$ cat src/rtl/mux_sel_seq_if.sv
// Byte/select bus between the select sequencer and its producer; the mux taps i_bus/sel.
// master = byte producer, slave = sequencer.
interface mux_sel_seq_if;
    logic       load;
    logic [7:0] din;
    logic       ready;
    logic [7:0] i_bus;
    logic [2:0] sel;
    logic       bit_strobe;
    logic       busy;
    logic       done;

    modport master (
        output load, din,
        input  ready, i_bus, sel, bit_strobe, busy, done
    );

    modport slave (
        input  load, din,
        output ready, i_bus, sel, bit_strobe, busy, done
    );
endinterface

$ cat src/rtl/mux_sel_seq.sv
// Select sequencer: holds a byte on i_bus and walks sel across all 8 bits, CLKS_PER_BIT clocks each.
// Latency: first bit on the accepting edge, done 8*CLKS_PER_BIT clocks later, ready one clock after that.
// Backpressure: ready drops for the whole frame; load while not ready is dropped, never queued.
module mux_sel_seq #(
    parameter int CLKS_PER_BIT = 4,
    parameter bit MSB_FIRST    = 1'b0
) (
    input  logic         clk,
    input  logic         rst,
    mux_sel_seq_if.slave bus
);

    localparam int             DW         = (CLKS_PER_BIT > 1) ? $clog2(CLKS_PER_BIT) : 1;
    localparam logic [DW-1:0]  DIV_LAST   = DW'(CLKS_PER_BIT - 1);
    localparam logic [2:0]     SEL_FIRST  = MSB_FIRST ? 3'd7 : 3'd0;

    typedef enum logic [1:0] {
        IDLE  = 2'd0,
        SHIFT = 2'd1,
        DONE  = 2'd2
    } state_t;

    state_t        state_q, state_d;
    logic [DW-1:0] div_q, div_d;
    logic [2:0]    cnt_q, cnt_d;
    logic [7:0]    i_bus_q, i_bus_d;
    logic [2:0]    sel_q, sel_d;
    logic          strobe_q, strobe_d;
    logic          busy_q, busy_d;
    logic          done_q, done_d;
    logic          ready_q, ready_d;

    always_ff @(posedge clk or posedge rst) begin
        if (rst) begin
            state_q  <= IDLE;
            div_q    <= '0;
            cnt_q    <= 3'd0;
            i_bus_q  <= 8'h00;
            sel_q    <= 3'd0;
            strobe_q <= 1'b0;
            busy_q   <= 1'b0;
            done_q   <= 1'b0;
            ready_q  <= 1'b1;
        end else begin
            state_q  <= state_d;
            div_q    <= div_d;
            cnt_q    <= cnt_d;
            i_bus_q  <= i_bus_d;
            sel_q    <= sel_d;
            strobe_q <= strobe_d;
            busy_q   <= busy_d;
            done_q   <= done_d;
            ready_q  <= ready_d;
        end
    end

    // Strobe and done are single-cycle pulses; everything else holds unless a transition moves it.
    always_comb begin
        state_d  = state_q;
        div_d    = div_q;
        cnt_d    = cnt_q;
        i_bus_d  = i_bus_q;
        sel_d    = sel_q;
        strobe_d = 1'b0;
        busy_d   = busy_q;
        done_d   = 1'b0;
        ready_d  = ready_q;

        unique case (state_q)
            IDLE: begin
                ready_d = 1'b1;
                if (bus.load) begin
                    state_d  = SHIFT;
                    i_bus_d  = bus.din;
                    sel_d    = SEL_FIRST;
                    div_d    = '0;
                    cnt_d    = 3'd0;
                    busy_d   = 1'b1;
                    strobe_d = 1'b1;
                    ready_d  = 1'b0;
                end
            end
            SHIFT: begin
                if (div_q == DIV_LAST) begin
                    div_d = '0;
                    if (cnt_q != 3'd7) begin
                        sel_d    = MSB_FIRST ? (sel_q - 3'd1) : (sel_q + 3'd1);
                        cnt_d    = cnt_q + 3'd1;
                        strobe_d = 1'b1;
                    end else begin
                        state_d = DONE;
                        busy_d  = 1'b0;
                        done_d  = 1'b1;
                    end
                end else begin
                    div_d = div_q + 1'b1;
                end
            end
            DONE: begin
                state_d = IDLE;
                ready_d = 1'b1;
            end
            default: begin
                state_d = IDLE;
                ready_d = 1'b1;
                busy_d  = 1'b0;
            end
        endcase
    end

    assign bus.ready      = ready_q;
    assign bus.i_bus      = i_bus_q;
    assign bus.sel        = sel_q;
    assign bus.bit_strobe = strobe_q;
    assign bus.busy       = busy_q;
    assign bus.done       = done_q;

endmodule

$ cat src/flat_wrapper.sv
// flat-port wrapper written by rule: the top's interface ports become plain ports
module mux_sel_seq_flat 
#(
    parameter int CLKS_PER_BIT = 4,
    parameter bit MSB_FIRST    = 1'b0
)
  (clk, rst, bus_load, bus_din, bus_ready, bus_i_bus, bus_sel, bus_bit_strobe, bus_busy, bus_done);
  mux_sel_seq_if bus_i ();
  input  logic clk;
  input  logic rst;
  input wire logic [$bits(bus_i.load)-1:0] bus_load;
  input wire logic [$bits(bus_i.din)-1:0] bus_din;
  output wire logic [$bits(bus_i.ready)-1:0] bus_ready;
  output wire logic [$bits(bus_i.i_bus)-1:0] bus_i_bus;
  output wire logic [$bits(bus_i.sel)-1:0] bus_sel;
  output wire logic [$bits(bus_i.bit_strobe)-1:0] bus_bit_strobe;
  output wire logic [$bits(bus_i.busy)-1:0] bus_busy;
  output wire logic [$bits(bus_i.done)-1:0] bus_done;
  assign bus_i.load = bus_load;
  assign bus_i.din = bus_din;
  assign bus_ready = bus_i.ready;
  assign bus_i_bus = bus_i.i_bus;
  assign bus_sel = bus_i.sel;
  assign bus_bit_strobe = bus_i.bit_strobe;
  assign bus_busy = bus_i.busy;
  assign bus_done = bus_i.done;
  mux_sel_seq #(.CLKS_PER_BIT(CLKS_PER_BIT), .MSB_FIRST(MSB_FIRST)) u_core (.clk(clk), .rst(rst), .bus(bus_i));
endmodule
$ cat config.mk
export PLATFORM = sky130hd
export DESIGN_NAME = mux_sel_seq_flat
export DESIGN_NICKNAME = d
export VERILOG_FILES = /design/src/rtl/mux_sel_seq_if.sv /design/src/rtl/mux_sel_seq.sv /design/src/flat_wrapper.sv
export SDC_FILE = /design/constraint.sdc
export NUM_CORES = 1
export LEC_CHECK = 0
export ABC_CLOCK_PERIOD_IN_PS = 4600
export CORE_MARGIN = 1
export CORE_UTILIZATION = 45
export CTS_CLUSTER_DIAMETER = 150
export DETAILED_ROUTE_END_ITERATION = 8
export DONT_BUFFER_PORTS = 1
export MAX_ROUTING_LAYER = met4
export PLACE_DENSITY_LB_ADDON = 0.3
export REMOVE_ABC_BUFFERS = 1
export SLEW_MARGIN = 0
export SYNTH_ARGS = -nofsm -noshare
export SYNTH_HDL_FRONTEND = slang
export SYNTH_SLANG_ARGS = --single-unit
$ cat constraint.sdc
create_clock -name clk -period 4.6 [get_ports clk]
set_input_delay 1.15 -clock clk [delete_from_list [all_inputs] [get_ports clk]]
set_output_delay 1.15 -clock clk [all_outputs]
set_load 0.005 [all_outputs]
# Word-level counts from Yosys, hierarchy flattened
# Index checks and enable logic that the tools add are counted.
[classes]
addsub = 3
mul = 0
n_div = 0
order_cmp = 0
n_eq_ne = 8
shifts = 0
n_mux = 27
n_bitwise = 1
reduce_logical = 7
[op_table]
columns = ["operator", "count"]
rows = [
  ["two-way mux 3 bit", 5],
  ["case mux 3 bit (2 select lines)", 2],
  ["two-way mux 1 bit", 10],
  ["two-way mux 2 bit", 5],
  ["case mux 2 bit (2 select lines)", 2],
  ["AND reduction 4 bit", 2],
  ["adder 3 x 1 -> 3 bit, second input constant", 2],
  ["== test 2 bit, second input constant", 2],
  ["inequality test 2 x 1 -> 1 bit, second input constant", 2],
  ["inequality test 2 bit, second input constant", 2],
  ["case mux 1 bit (2 select lines)", 2],
  ["AND reduction 2 bit", 2],
  ["inequality test 3 bit, second input constant", 1],
  ["case mux 1 bit (3 select lines)", 1],
  ["AND reduction 3 bit", 1],
  ["adder 2 x 1 -> 2 bit, second input constant", 1],
  ["== test 2 x 1 -> 1 bit, second input constant", 1],
  ["zero test 2 bit", 1],
  ["nonzero test 2 bit", 1],
  ["inverter 1 bit", 1],
]
[totals]
reg_bits = 22
latch_bits = 0
ram_bits = 0
romBits = 0
input_bits = 11
output_inout_bits = 15
elab_cells = 55
memories = 0

# Depth between registers and ports, before layout
[depth]
depth_word = 4
ltp_mapped = 6

# Least setup slack after synthesis
# Ideal clock, no wire load.
[synth_timing]
path_kind = "input to register"
startpoint = "input bus_load"
endpoint = "register u_core.i_bus_q[0] (netlist: u_core.bus.i_bus[0])"
setup_ps = 125
t_arrival_ps = 1801
required_time_ps = 4475
slack_ps = 2674
cell_stages = 3
path_buffers = 1
path_cell_list = "nor3b_2 -> clkbuf_8 -> mux2_2"
[synth_via]
elab_chain_cells = 1
[synth_rtl]
columns = ["element", "line", "rtl"]
rows = [
  ["start: declaration", "flat_wrapper.sv:11", "input wire logic [$bits(bus_i.load)-1:0] bus_load;"],
  ["AND reduction 2 bit (no source line)", "--", ""],
  ["end signal: assignment", "mux_sel_seq.sv:48", "i_bus_q <= i_bus_d;"],
  ["end: declaration", "mux_sel_seq.sv:26", "logic [7:0] i_bus_q, i_bus_d;"],
]
# No other way between the ends.
# A chain may end at the register's enable or synchronous reset.

# Worst setup path in the final report
[layout_timing]
startpoint = "input bus_load"
endpoint = "register u_core.i_bus_q[6] (netlist: u_core.bus.i_bus[6])"
# Same word-level chain as after synthesis.

==> summary.md <==
| Metric | Value |
|---|---|
| Outcome | `finished clean` |
| Number of I/O port buffers | `0` |
| Largest delay share family, worst path | `simple AND/OR/NAND/NOR gates` |
| Core area | `2000 sq um` |
| Slew @ Worst Pin | `0.838 ns` |
| Drt total wl | `1440 microns` |
| Num CTS Buffers | `3` |
| Post-layout min period | `2.04 ns` |
| Grt total ovfl | `0` |
| Final Hold Viols | `0` |
| Die ar. | `2350 sq um` |
| Pre-CTS setup slack | `2.23 ns` |
| Syn_area_per_cell | `14.3 sq um` |
| Synth Area in Compound Gates | `0.0965` |
| Crit Path Max Fanout | `10` |
| First-pass GRT wire length | `2450 microns` |
| Synthesized area | `972 sq um` |
| Initial Utilization | `0.486` |
| Max rail drop VDD | `340 uV` |
| RSZ-0062 raised after global routing | `false` |
| Max_cap viols | `0` |
| FMAX | `491 MHz` |
| Max_slew headroom | `0.441` |
| Syn Inst Count | `68` |
| Register area share after synthesis | `0.568` |
| Setup TNS | `0 ns` |
| Sequential power share | `0.537` |
| Largest net degree at the start of global routing | `23` |
| Slew Limit Fails | `0` |
| Worst setup path startpoint | `bus_load` |
| Clk Latency, worst-skew pair | `0.30 ns` |
| Final total power | `0.652 mW` |
| Type of element capturing the critical path | `flop` |
| Critical Path Source Type | `primary input` |
| Cell accounting for the most synthesized area | `dfrtp_1` |
| Synth warn | `0` |
| Setup Buffers After CTS | `0` |
| Ports | `26` |
| Hold buffer count at cts | `0` |
| CTS tree | `done` |
| Root Buffer | `clkbuf_4` |
| Cell Chain, Critical Path | `nor3b_2 > mux2_2` |
| Tcrit/Tclk final | `0.443` |
| Clk buf depth | `2` |
| Area share of the largest cell type after synthesis | `0.541` |
| Xor and xnor area share after synthesis | `0` |
| P_leak | `0.480 nW` |
| Initial antenna violation count | `0` |
| Routed WL per cell | `15.0 microns` |
| Mux cell area share after synthesis | `0.134` |
| Synth Area in Adders | `0.0644` |
| Vias per cell | `5.41` |
| Routability cong. | `0.716` |
| Die X | `48.5 microns` |
| Clock share of power | `0.157` |
| Hold crit path type | `flop to flop` |
| Final clock skew | `0.00776 ns` |
| Vias | `519` |
| DRC | `0` |
| Switching power of the nets | `0.201 mW` |
| First-pass detailed-route iteration total | `3` |
| Post-Route Utilization | `0.503` |
| DR iter-0 viols | `5` |
| CP max-delay cell | `nor3b_2` |
| CP peak stage delay | `0.66 ns` |
| Synth-to-layout area growth | `3.47%` |
| Dpl hpwl | `1010 microns` |
| Hold Startpoint | `u_core.div_q[0]` |
| Comb power frac | `0.306` |
| Rows | `16` |
| Synth Area in Simple Gates | `0.0888` |
| Worst Path Arrival | `2.23 ns` |
| Post-CTS Resized | `0` |
| Antenna diode instance count | `0` |
| H-tree levels | `1` |
| R2R Path Start | `u_core.cnt_q[0]` |
| Final net count | `86` |
| Chip height | `48.5 microns` |
| Final WS setup | `2.56 ns` |
| Critical path class | `primary input to flop` |
| Number of global-route vias before repair | `607` |
| Switching Share | `0.308` |
| Register bit total from synthesis | `22` |
| Hold WS | `0.510 ns` |
| Power Internal | `0.451 mW` |
| Critical path buffer and inverter count | `0` |
| Largest family of logic cells by synthesized area | `multiplexers` |
| GRT Total Usage | `0.143` |
| CTS sink cnt | `22` |
| Antenna viol nets, final | `0` |
| Top cells by area, synth | `dfrtp_1, mux2_2, ha_1` |
| Reg clk slew, reported paths | `0.12 ns` |
| Worst path required time | `4.79 ns` |
| Pwr/cell area | `648 nW/um^2` |
| Final setup viols | `0` |
| Synth cell types | `26` |
| Share of cells above drive strength 1 | `0.290` |
==> power by group through the flow <==
stage	registers (mW)	clock network, mW	logic [mW]
2_1_floorplan	0.337	0	0.177
3_3_place_gp	0.352	0	0.197
3_5_place_dp	0.354	0	0.204
4_1_cts	0.352	0.107	0.203
5_1_grt	0.360	0.113	0.228
6_report	0.350	0.103	0.199
==> path summary, 6_finish.rpt <==
check,slack (ns),cells after the start,end
setup / recovery,2.56,2,u_core.bus.i_bus[6]
hold / removal,0.51,1,u_core.div_q[0]
setup reg to reg,2.77,5,u_core.bus.sel[0]
hold reg to reg,0.51,1,u_core.div_q[0]
max in group asynchronous,3.19,1,u_core.bus.bit_strobe
min in group asynchronous,0.89,1,u_core.bus.i_bus[7]
==> kinds of logic after synthesis <==
family                     after synthesis
adders and majority gates                5
AOI/OAI and AO/OA                       12
and+or+nand+nor                         12
buffers and inverters                    6
muxes                                   11
DFF                                     22
==> final cells by class <==
class	instances	area, sq um
inverter	3	11.3
multi-input combinational	40	373
sequential	22	552
tap	27	33.8
clock buffer	4	36.3
fill	187	996
==> through the flow <==
step,std cells,cell area [sq um]
after floorplan,65,936
after global placement,92,970
after detailed placement,92,970
after CTS,96,1010
after global routing,96,1010
final,96,1010
==> registers in the layout, indices dropped and copies added (netlist names) <==
signal,count
u_core.bus.done,1
u_core.bus.bit_strobe,1
u_core.div_q,2
u_core.bus.sel,3
u_core.bus.ready,1
u_core.bus.i_bus,8
u_core.state_q,2
u_core.bus.busy,1
u_core.cnt_q,3
==> layout by cell type, fill, tap and decap left out, types with 2 or more instances in the layout <==
cell type / instances
mux2_2: 8
inv_1: 3
and2b_1: 2
dfrtp_1: 21
ha_1: 5
mux2_4: 2
nor2_1: 2
nand2_1: 2
a22o_1: 3
a31oi_1: 2
clkbuf_4: 3
a22o_2: 2
==> cells in the mapped netlist, drive strengths merged <==
master  instances
dfrtp          21
mux2           10
a22o            5
ha              5
inv             3
nor2            3
a31oi           2
and2b           2
buf             2
nand2           2
a21o            1
a21oi           1
and3            1
and4bb          1
clkbuf          1
dfstp           1
mux2i           1
nor2b           1
nor3b           1
o21bai          1
o22ai           1
o31ai           1
or2b            1
==> routing by layer <==
layer / track usage / wire length (microns)
met1: 0.162 / 644
met2: 0.232 / 690
met3: 0.0314 / 80
met4: 0.0882 / 22
met5: - / 0
No activity file was read; power rests on OpenSTA's default activity.
